[config.mk]
export PLATFORM = sky130hd
export DESIGN_NAME = bram_access_sequencer_flat
export DESIGN_NICKNAME = d
export VERILOG_FILES = /design/src/rtl/bram_access_sequencer_pkg.sv /design/src/rtl/bram_access_sequencer_if.sv /design/src/rtl/bram_access_sequencer_nbit_reg.sv /design/src/rtl/bram_access_sequencer.sv /design/src/flat_wrapper.sv
export SDC_FILE = /design/constraint.sdc
export NUM_CORES = 1
export LEC_CHECK = 0
export CAP_MARGIN = 20
export CORE_MARGIN = 10
export CORE_UTILIZATION = 41
export DETAILED_ROUTE_END_ITERATION = 8
export PLACE_DENSITY_LB_ADDON = 0.3
export SLEW_MARGIN = 40
export SYNTH_ARGS = -nofsm -noshare
export SYNTH_HDL_FRONTEND = slang
export SYNTH_SLANG_ARGS = --single-unit
[constraint.sdc]
create_clock -name idclk -period 5.2 [get_ports idclk]
set_input_delay 0.78 -clock idclk [delete_from_list [all_inputs] [get_ports idclk]]
set_output_delay 0.78 -clock idclk [all_outputs]
set_load 0.1 [all_outputs]
[src/rtl/bram_access_sequencer_pkg.sv]
// bram_access_sequencer_pkg
// Shared definitions for the BRAM access sequencer:
//   - 3-bit state encodings (IDLE, PH_I1, PH_I2, PH_D, PH_W) and their enum
//   - PHASE_COUNT: number of RAM phases per access bundle (4)
//   - INSTR_W: width of an instruction word (fixed at 16)
//   - helpers that map a state to its phase strobes and to request acceptance
package bram_access_sequencer_pkg;

  localparam logic [2:0] ST_IDLE  = 3'd0;
  localparam logic [2:0] ST_PH_I1 = 3'd1;
  localparam logic [2:0] ST_PH_I2 = 3'd2;
  localparam logic [2:0] ST_PH_D  = 3'd3;
  localparam logic [2:0] ST_PH_W  = 3'd4;

  localparam int PHASE_COUNT = 4;
  localparam int INSTR_W     = 16;

  typedef enum logic [2:0] {
    IDLE  = ST_IDLE,
    PH_I1 = ST_PH_I1,
    PH_I2 = ST_PH_I2,
    PH_D  = ST_PH_D,
    PH_W  = ST_PH_W
  } state_t;

  // Strobe vector {i1re, i2re, dre, gwe} for a state; one-hot in a phase
  // state and all-zero in IDLE.
  function automatic logic [3:0] phase_strobes(state_t s);
    logic [3:0] stb;
    stb = 4'b0000;
    case (s)
      PH_I1:   stb = 4'b1000;
      PH_I2:   stb = 4'b0100;
      PH_D:    stb = 4'b0010;
      PH_W:    stb = 4'b0001;
      default: stb = 4'b0000;
    endcase
    return stb;
  endfunction

  // A new bundle can be taken while idle or during the last phase, which
  // is what allows back-to-back bundles without an IDLE gap.
  function automatic logic accepts_request(state_t s);
    return (s == IDLE) || (s == PH_W);
  endfunction

endpackage

[src/rtl/bram_access_sequencer_if.sv]
// bram_access_sequencer_if / bram_ram_if
// bram_access_sequencer_if: request/response bundle between the processor
//   stages (master) and the sequencer (slave).
//     req_valid/req_ready handshake, req_i1addr, req_i2addr, req_daddr,
//     req_din, req_dwe; response rsp_valid pulse with rsp_i1, rsp_i2, rsp_dout.
// bram_ram_if: the RAM's time-multiplexed port, driven by the sequencer
//   (master) toward the RAM (slave).
//     strobes i1re, i2re, dre, gwe; addresses i1addr, i2addr, daddr;
//     write data din with enable dwe; RAM outputs i1out, i2out, dout.
interface bram_access_sequencer_if #(
  parameter int ADDR_W = 16,
  parameter int DATA_W = 16
);
  logic                                       req_valid;
  logic                                       req_ready;
  logic [ADDR_W-1:0]                          req_i1addr;
  logic [ADDR_W-1:0]                          req_i2addr;
  logic [ADDR_W-1:0]                          req_daddr;
  logic [DATA_W-1:0]                          req_din;
  logic                                       req_dwe;
  logic                                       rsp_valid;
  logic [bram_access_sequencer_pkg::INSTR_W-1:0] rsp_i1;
  logic [bram_access_sequencer_pkg::INSTR_W-1:0] rsp_i2;
  logic [DATA_W-1:0]                          rsp_dout;

  modport master (
    output req_valid, req_i1addr, req_i2addr, req_daddr, req_din, req_dwe,
    input  req_ready, rsp_valid, rsp_i1, rsp_i2, rsp_dout
  );

  modport slave (
    input  req_valid, req_i1addr, req_i2addr, req_daddr, req_din, req_dwe,
    output req_ready, rsp_valid, rsp_i1, rsp_i2, rsp_dout
  );
endinterface

interface bram_ram_if #(
  parameter int ADDR_W = 16,
  parameter int DATA_W = 16
);
  logic                                       i1re;
  logic                                       i2re;
  logic                                       dre;
  logic                                       gwe;
  logic [ADDR_W-1:0]                          i1addr;
  logic [ADDR_W-1:0]                          i2addr;
  logic [ADDR_W-1:0]                          daddr;
  logic [DATA_W-1:0]                          din;
  logic                                       dwe;
  logic [bram_access_sequencer_pkg::INSTR_W-1:0] i1out;
  logic [bram_access_sequencer_pkg::INSTR_W-1:0] i2out;
  logic [DATA_W-1:0]                          dout;

  modport master (
    output i1re, i2re, dre, gwe, i1addr, i2addr, daddr, din, dwe,
    input  i1out, i2out, dout
  );

  modport slave (
    input  i1re, i2re, dre, gwe, i1addr, i2addr, daddr, din, dwe,
    output i1out, i2out, dout
  );
endinterface

[src/rtl/bram_access_sequencer_nbit_reg.sv]
// Nbit_reg
// Generic N-bit register with global and local write enables.
//   clk, rst : clock and asynchronous active-high reset (clears to 0)
//   gwe, we  : register loads d only when both are high
//   d, q     : data in / registered data out
module Nbit_reg #(
  parameter int N = 16
) (
  input  logic         clk,
  input  logic         rst,
  input  logic         gwe,
  input  logic         we,
  input  logic [N-1:0] d,
  output logic [N-1:0] q
);

  always_ff @(posedge clk or posedge rst) begin
    if (rst) begin
      q <= '0;
    end else if (gwe && we) begin
      q <= d;
    end
  end

endmodule

[src/rtl/bram_access_sequencer.sv]
// bram_access_sequencer
// Drives the block RAM's time-multiplexed port for one access bundle at a
// time: PH_I1 (i1re), PH_I2 (i2re), PH_D (dre, optional dwe), PH_W (gwe),
// then pulses rsp_valid with both instruction words and the data word.
//   idclk : fast clock, 4x the processor rate
//   rst   : asynchronous active-high reset
//   bus   : request/response bundle (slave side)
//   ram   : RAM port (master side)
module bram_access_sequencer
  import bram_access_sequencer_pkg::*;
#(
  parameter int ADDR_W = 16,
  parameter int DATA_W = 16
) (
  input logic                   idclk,
  input logic                   rst,
  bram_access_sequencer_if.slave bus,
  bram_ram_if.master            ram
);

  localparam int HOLD_W = 3 * ADDR_W + DATA_W + 1;
  localparam int RSP_W  = 2 * INSTR_W + DATA_W;

  state_t            state;
  state_t            next_state;
  logic              req_ready_q;
  logic              rsp_valid_q;
  logic [3:0]        strobes_q;
  logic              dwe_q;
  logic              accept;
  logic              capture_rsp;
  logic [HOLD_W-1:0] hold_d;
  logic [HOLD_W-1:0] hold_q;
  logic [RSP_W-1:0]  rsp_d;
  logic [RSP_W-1:0]  rsp_q;
  logic              hold_dwe;

  assign accept      = bus.req_valid & req_ready_q;
  assign capture_rsp = (state == PH_W);

  // The whole request is latched once at acceptance so the RAM address and
  // write-data lines stay stable across all four phases.
  assign hold_d = {bus.req_i1addr, bus.req_i2addr, bus.req_daddr,
                   bus.req_din, bus.req_dwe};

  Nbit_reg #(.N(HOLD_W)) hold_reg (
    .clk (idclk),
    .rst (rst),
    .gwe (1'b1),
    .we  (accept),
    .d   (hold_d),
    .q   (hold_q)
  );

  // RAM outputs are all valid during PH_W and are sampled at its closing
  // edge; the fields then hold until the next bundle completes.
  assign rsp_d = {ram.i1out, ram.i2out, ram.dout};

  Nbit_reg #(.N(RSP_W)) rsp_reg (
    .clk (idclk),
    .rst (rst),
    .gwe (1'b1),
    .we  (capture_rsp),
    .d   (rsp_d),
    .q   (rsp_q)
  );

  assign hold_dwe = hold_q[0];

  // Phase ordering is fixed; only IDLE and PH_W look at the request.
  always_comb begin
    next_state = IDLE;
    case (state)
      IDLE:    next_state = accept ? PH_I1 : IDLE;
      PH_I1:   next_state = PH_I2;
      PH_I2:   next_state = PH_D;
      PH_D:    next_state = PH_W;
      PH_W:    next_state = accept ? PH_I1 : IDLE;
      default: next_state = IDLE;
    endcase
  end

  // Outputs are registered from the next state so each strobe is high for
  // exactly the cycle its phase occupies. dwe rides with PH_D only, so the
  // RAM sees a single write per bundle. rsp_valid follows PH_W by one cycle,
  // so a reset during PH_W loses the response.
  always_ff @(posedge idclk or posedge rst) begin
    if (rst) begin
      state       <= IDLE;
      req_ready_q <= 1'b1;
      strobes_q   <= 4'b0000;
      dwe_q       <= 1'b0;
      rsp_valid_q <= 1'b0;
    end else begin
      state       <= next_state;
      req_ready_q <= accepts_request(next_state);
      strobes_q   <= phase_strobes(next_state);
      dwe_q       <= (next_state == PH_D) && hold_dwe;
      rsp_valid_q <= (state == PH_W);
    end
  end

  assign bus.req_ready = req_ready_q;
  assign bus.rsp_valid = rsp_valid_q;
  assign bus.rsp_i1    = rsp_q[RSP_W-1 -: INSTR_W];
  assign bus.rsp_i2    = rsp_q[RSP_W-INSTR_W-1 -: INSTR_W];
  assign bus.rsp_dout  = rsp_q[DATA_W-1:0];

  assign ram.i1re   = strobes_q[3];
  assign ram.i2re   = strobes_q[2];
  assign ram.dre    = strobes_q[1];
  assign ram.gwe    = strobes_q[0];
  assign ram.dwe    = dwe_q;
  assign ram.i1addr = hold_q[HOLD_W-1 -: ADDR_W];
  assign ram.i2addr = hold_q[HOLD_W-ADDR_W-1 -: ADDR_W];
  assign ram.daddr  = hold_q[DATA_W+ADDR_W:DATA_W+1];
  assign ram.din    = hold_q[DATA_W:1];

endmodule

[src/flat_wrapper.sv]
// flat-port wrapper written by rule: the top's interface ports become plain ports
module bram_access_sequencer_flat import bram_access_sequencer_pkg::*;
#(
  parameter int ADDR_W = 16,
  parameter int DATA_W = 16
)
  (idclk, rst, bus_req_valid, bus_req_i1addr, bus_req_i2addr, bus_req_daddr, bus_req_din, bus_req_dwe, bus_req_ready, bus_rsp_valid, bus_rsp_i1, bus_rsp_i2, bus_rsp_dout, ram_i1re, ram_i2re, ram_dre, ram_gwe, ram_i1addr, ram_i2addr, ram_daddr, ram_din, ram_dwe, ram_i1out, ram_i2out, ram_dout);
  bram_access_sequencer_if #(.ADDR_W(ADDR_W), .DATA_W(DATA_W)) bus_i ();
  bram_ram_if #(.ADDR_W(ADDR_W), .DATA_W(DATA_W)) ram_i ();
  input logic idclk;
  input logic rst;
  input wire logic [$bits(bus_i.req_valid)-1:0] bus_req_valid;
  input wire logic [$bits(bus_i.req_i1addr)-1:0] bus_req_i1addr;
  input wire logic [$bits(bus_i.req_i2addr)-1:0] bus_req_i2addr;
  input wire logic [$bits(bus_i.req_daddr)-1:0] bus_req_daddr;
  input wire logic [$bits(bus_i.req_din)-1:0] bus_req_din;
  input wire logic [$bits(bus_i.req_dwe)-1:0] bus_req_dwe;
  output wire logic [$bits(bus_i.req_ready)-1:0] bus_req_ready;
  output wire logic [$bits(bus_i.rsp_valid)-1:0] bus_rsp_valid;
  output wire logic [$bits(bus_i.rsp_i1)-1:0] bus_rsp_i1;
  output wire logic [$bits(bus_i.rsp_i2)-1:0] bus_rsp_i2;
  output wire logic [$bits(bus_i.rsp_dout)-1:0] bus_rsp_dout;
  output wire logic [$bits(ram_i.i1re)-1:0] ram_i1re;
  output wire logic [$bits(ram_i.i2re)-1:0] ram_i2re;
  output wire logic [$bits(ram_i.dre)-1:0] ram_dre;
  output wire logic [$bits(ram_i.gwe)-1:0] ram_gwe;
  output wire logic [$bits(ram_i.i1addr)-1:0] ram_i1addr;
  output wire logic [$bits(ram_i.i2addr)-1:0] ram_i2addr;
  output wire logic [$bits(ram_i.daddr)-1:0] ram_daddr;
  output wire logic [$bits(ram_i.din)-1:0] ram_din;
  output wire logic [$bits(ram_i.dwe)-1:0] ram_dwe;
  input wire logic [$bits(ram_i.i1out)-1:0] ram_i1out;
  input wire logic [$bits(ram_i.i2out)-1:0] ram_i2out;
  input wire logic [$bits(ram_i.dout)-1:0] ram_dout;
  assign bus_i.req_valid = bus_req_valid;
  assign bus_i.req_i1addr = bus_req_i1addr;
  assign bus_i.req_i2addr = bus_req_i2addr;
  assign bus_i.req_daddr = bus_req_daddr;
  assign bus_i.req_din = bus_req_din;
  assign bus_i.req_dwe = bus_req_dwe;
  assign bus_req_ready = bus_i.req_ready;
  assign bus_rsp_valid = bus_i.rsp_valid;
  assign bus_rsp_i1 = bus_i.rsp_i1;
  assign bus_rsp_i2 = bus_i.rsp_i2;
  assign bus_rsp_dout = bus_i.rsp_dout;
  assign ram_i1re = ram_i.i1re;
  assign ram_i2re = ram_i.i2re;
  assign ram_dre = ram_i.dre;
  assign ram_gwe = ram_i.gwe;
  assign ram_i1addr = ram_i.i1addr;
  assign ram_i2addr = ram_i.i2addr;
  assign ram_daddr = ram_i.daddr;
  assign ram_din = ram_i.din;
  assign ram_dwe = ram_i.dwe;
  assign ram_i.i1out = ram_i1out;
  assign ram_i.i2out = ram_i2out;
  assign ram_i.dout = ram_dout;
  bram_access_sequencer #(.ADDR_W(ADDR_W), .DATA_W(DATA_W)) u_core (.idclk(idclk), .rst(rst), .bus(bus_i), .ram(ram_i));
endmodule
==> results_dict.tcl <==
set metrics [dict create \
    outcome "complete, no violations" \
    path_depth 4 \
    grt_pass1_vias 3424 \
    cts_buffers 17 \
    cts_setup_buffers 0 \
    worstPathRequired_ps 5490 \
    cts.reportedPaths.clkPinSlew_ps 50 \
    ctsHoldBuffers 0 \
    layout-drive-gt1-share_pct 50.7 \
    cts_root_buffer "clkbuf_16" \
    start_util_pct 41.7 \
    drc_errors 0 \
    yosys_register_bits 123 \
    placed_cells 633 \
    cts_sinks 123 \
    setup-violations-final 0 \
    die_area_um2 17000 \
    yosysWarnings 0 \
    n_antenna_cell 0 \
    maxCapViolCount 0 \
    via_count 3071 \
    viasPerCell 4.63 \
    tightest_slew_ps 620 \
    yosysTopAreaCellShare_pct 60.9 \
    arrival_ps 2630 \
    fmax_ghz 0.428 \
    synth.area.top_cells "dfrtp_1 61%, mux2_2 23%, buf_4 10%" \
    yosysSeqAreaShare_pct 61.4 \
    avgSynthCellArea_um2 15.4 \
    core_um2 12000 \
    cts_resized 0 \
    worst-setup-path-type "primary input to flop" \
    tns_ps 0 \
    numPortBuffers 234 \
    place_congestion 0.707 \
    post-route-period-util_pct 45.0 \
    final_max_slew_viol_count 0 \
    clock_path_buffers 2 \
    cp_max_fo 44 \
    r2r_slack_ps 3300 \
    syn_nets 441 \
    antenna_found_initial 0 \
    h-tree-depth 4 \
    rsz0062_at_grt "false" \
    final_hold_viol_count 0 \
    r2r-start "u_core.bus.req_ready" \
    grtUsageTotal_pct 14.6 \
    crit_family "buffers and inverters" \
    die_y_um 131 \
    holdWs_ps 478 \
    path_buf_inv 2 \
    finalNonFillerCells 664 \
    grt_first_pass_wirelength_um 18800 \
    ant_nets 0 \
    cts_tree "yes" \
    firstDrtPassIters 4 \
    path_cells "clkdlybuf4s50_1 -> nand2_2 -> buf_4 -> mux2_2" \
    synthCells 325 \
    start_kind "primary input" \
    fin_nets 621 \
    slowest_delay_ps 570 \
    clkLatencyLatePin_ps 410 \
    area_growth_pct 41.4 \
    yosysTopAreaCell "dfrtp_1" \
    dp_hpwl_um 9620 \
    synth_area_um2 5010 \
    worstRegToRegCells 3 \
    wirelength_um 12600 \
    relSlewSlack_pct 58.7 \
    rows 40 \
    post-route-min-period_ps 2340 \
    fill_cells 1008 \
    final_common_cell "dfrtp_1" \
    ys_types 18 \
    critical_path.slowest_cell "buf_4" \
    finalClockSkew_ps 2.74 \
    grt_max_degree 87 \
    io_pins 235 \
    drtIter0Drc 70 \
    layout_common_cells "122 x dfrtp_1, 119 x buf_2, 115 x clkdlybuf4s50_1" \
    hp-class "flop to flop" \
    wl_per_cell_um 18.9 \
    die_x_um 131 \
    crit_start "bus_req_valid" \
    grt_overflow 0 \
    rr_endpoint "u_core.hold_reg.q[44]" \
    cp-endpoint "u_core.hold_reg.q[44]" \
    crit_path_end_kind "flop" \
]
==> cells by family after synthesis <==
| logic type | count (synthesis) | share of synthesized area, % |
|---|---|---|
| flops | 123 | 61.4 |
| mux | 113 | 25.4 |
| buf+inv | 77 | 11.3 |
| simple gates | 11 | 1.72 |
| xor+xnor | 1 | 0.175 |
==> cell usage after synthesis <==
library cell and count:
inv_1 1, and2_1 1, and3b_1 2, mux2_2 104
or2_2 1, dfstp_2 1, nor4bb_1 1, mux2_1 9
buf_4 67, buf_6 2, nor2_1 1, buf_2 7
nand2_1 1, nor3b_1 2, nor3b_4 1, nor3_1 1
xnor2_1 1, dfrtp_1 122
==> worst min path at each step <==
stage	startpoint	to	slack, ps	cells after the start
5_1_grt	u_core.rsp_reg.q[8]	u_core.rsp_reg.q[8]	500	1
3_3_place_gp	u_core.hold_reg.q[0]	u_core.ram.dwe	460	1
3_5_place_dp	u_core.rsp_reg.q[6]	u_core.rsp_reg.q[6]	470	1
6_report	u_core.rsp_reg.q[1]	u_core.rsp_reg.q[1]	480	1
4_1_cts	u_core.rsp_reg.q[2]	u_core.rsp_reg.q[2]	480	1
2_1_floorplan	u_core.hold_reg.q[0]	u_core.ram.dwe	450	1
==> per-layer routing <==
metal / share of wire (%) / vias up / track usage [%] / wire length (um)
li1: - / 1410 / - / -
met2: 55 / 114 / 26.0 / 6860
met3: 8.4 / 16 / 5.92 / 1060
met1: 35 / 1531 / 14.6 / 4430
met5: 0 / - / 0 / 0
met4: 1.5 / 0 / 6.47 / 193
==> sequential cells by signal, indices dropped and copies added (netlist names) <==
name	count
u_core.state	3
u_core.hold_reg.q	65
u_core.bus.req_ready	1
u_core.strobes_q	4
u_core.rsp_reg.q	48
u_core.ram.dwe	1
u_core.bus.rsp_valid	1
==> metrics by stage <==
step	utilization [%]	instance area, um^2	setup slack, ps
CTS	59.0	7090	2870
global placement	58.3	7000	2490
finish	59.0	7090	2860
floorplan	-	5010	1150
global route	59.0	7090	2780
detailed placement	53.4	6410	2440
==> cell type report <==
cell class                      count  area [um^2]  share of cell area, %
Clock buffer                       26          549                   7.75
Clock inverter                      5          125                   1.77
Inverter                            1         11.3                  0.159
Multi-Input combinational cell    125         1370                   19.3
Sequential cell                   123         3080                   43.4
Tap cell                          147          184                   2.59
Timing Repair Buffer              237         1770                   25.0
Power is left out: the tool's default activity adds up to more than one toggle a clock period on the data nets, which glitch-free logic cannot reach.
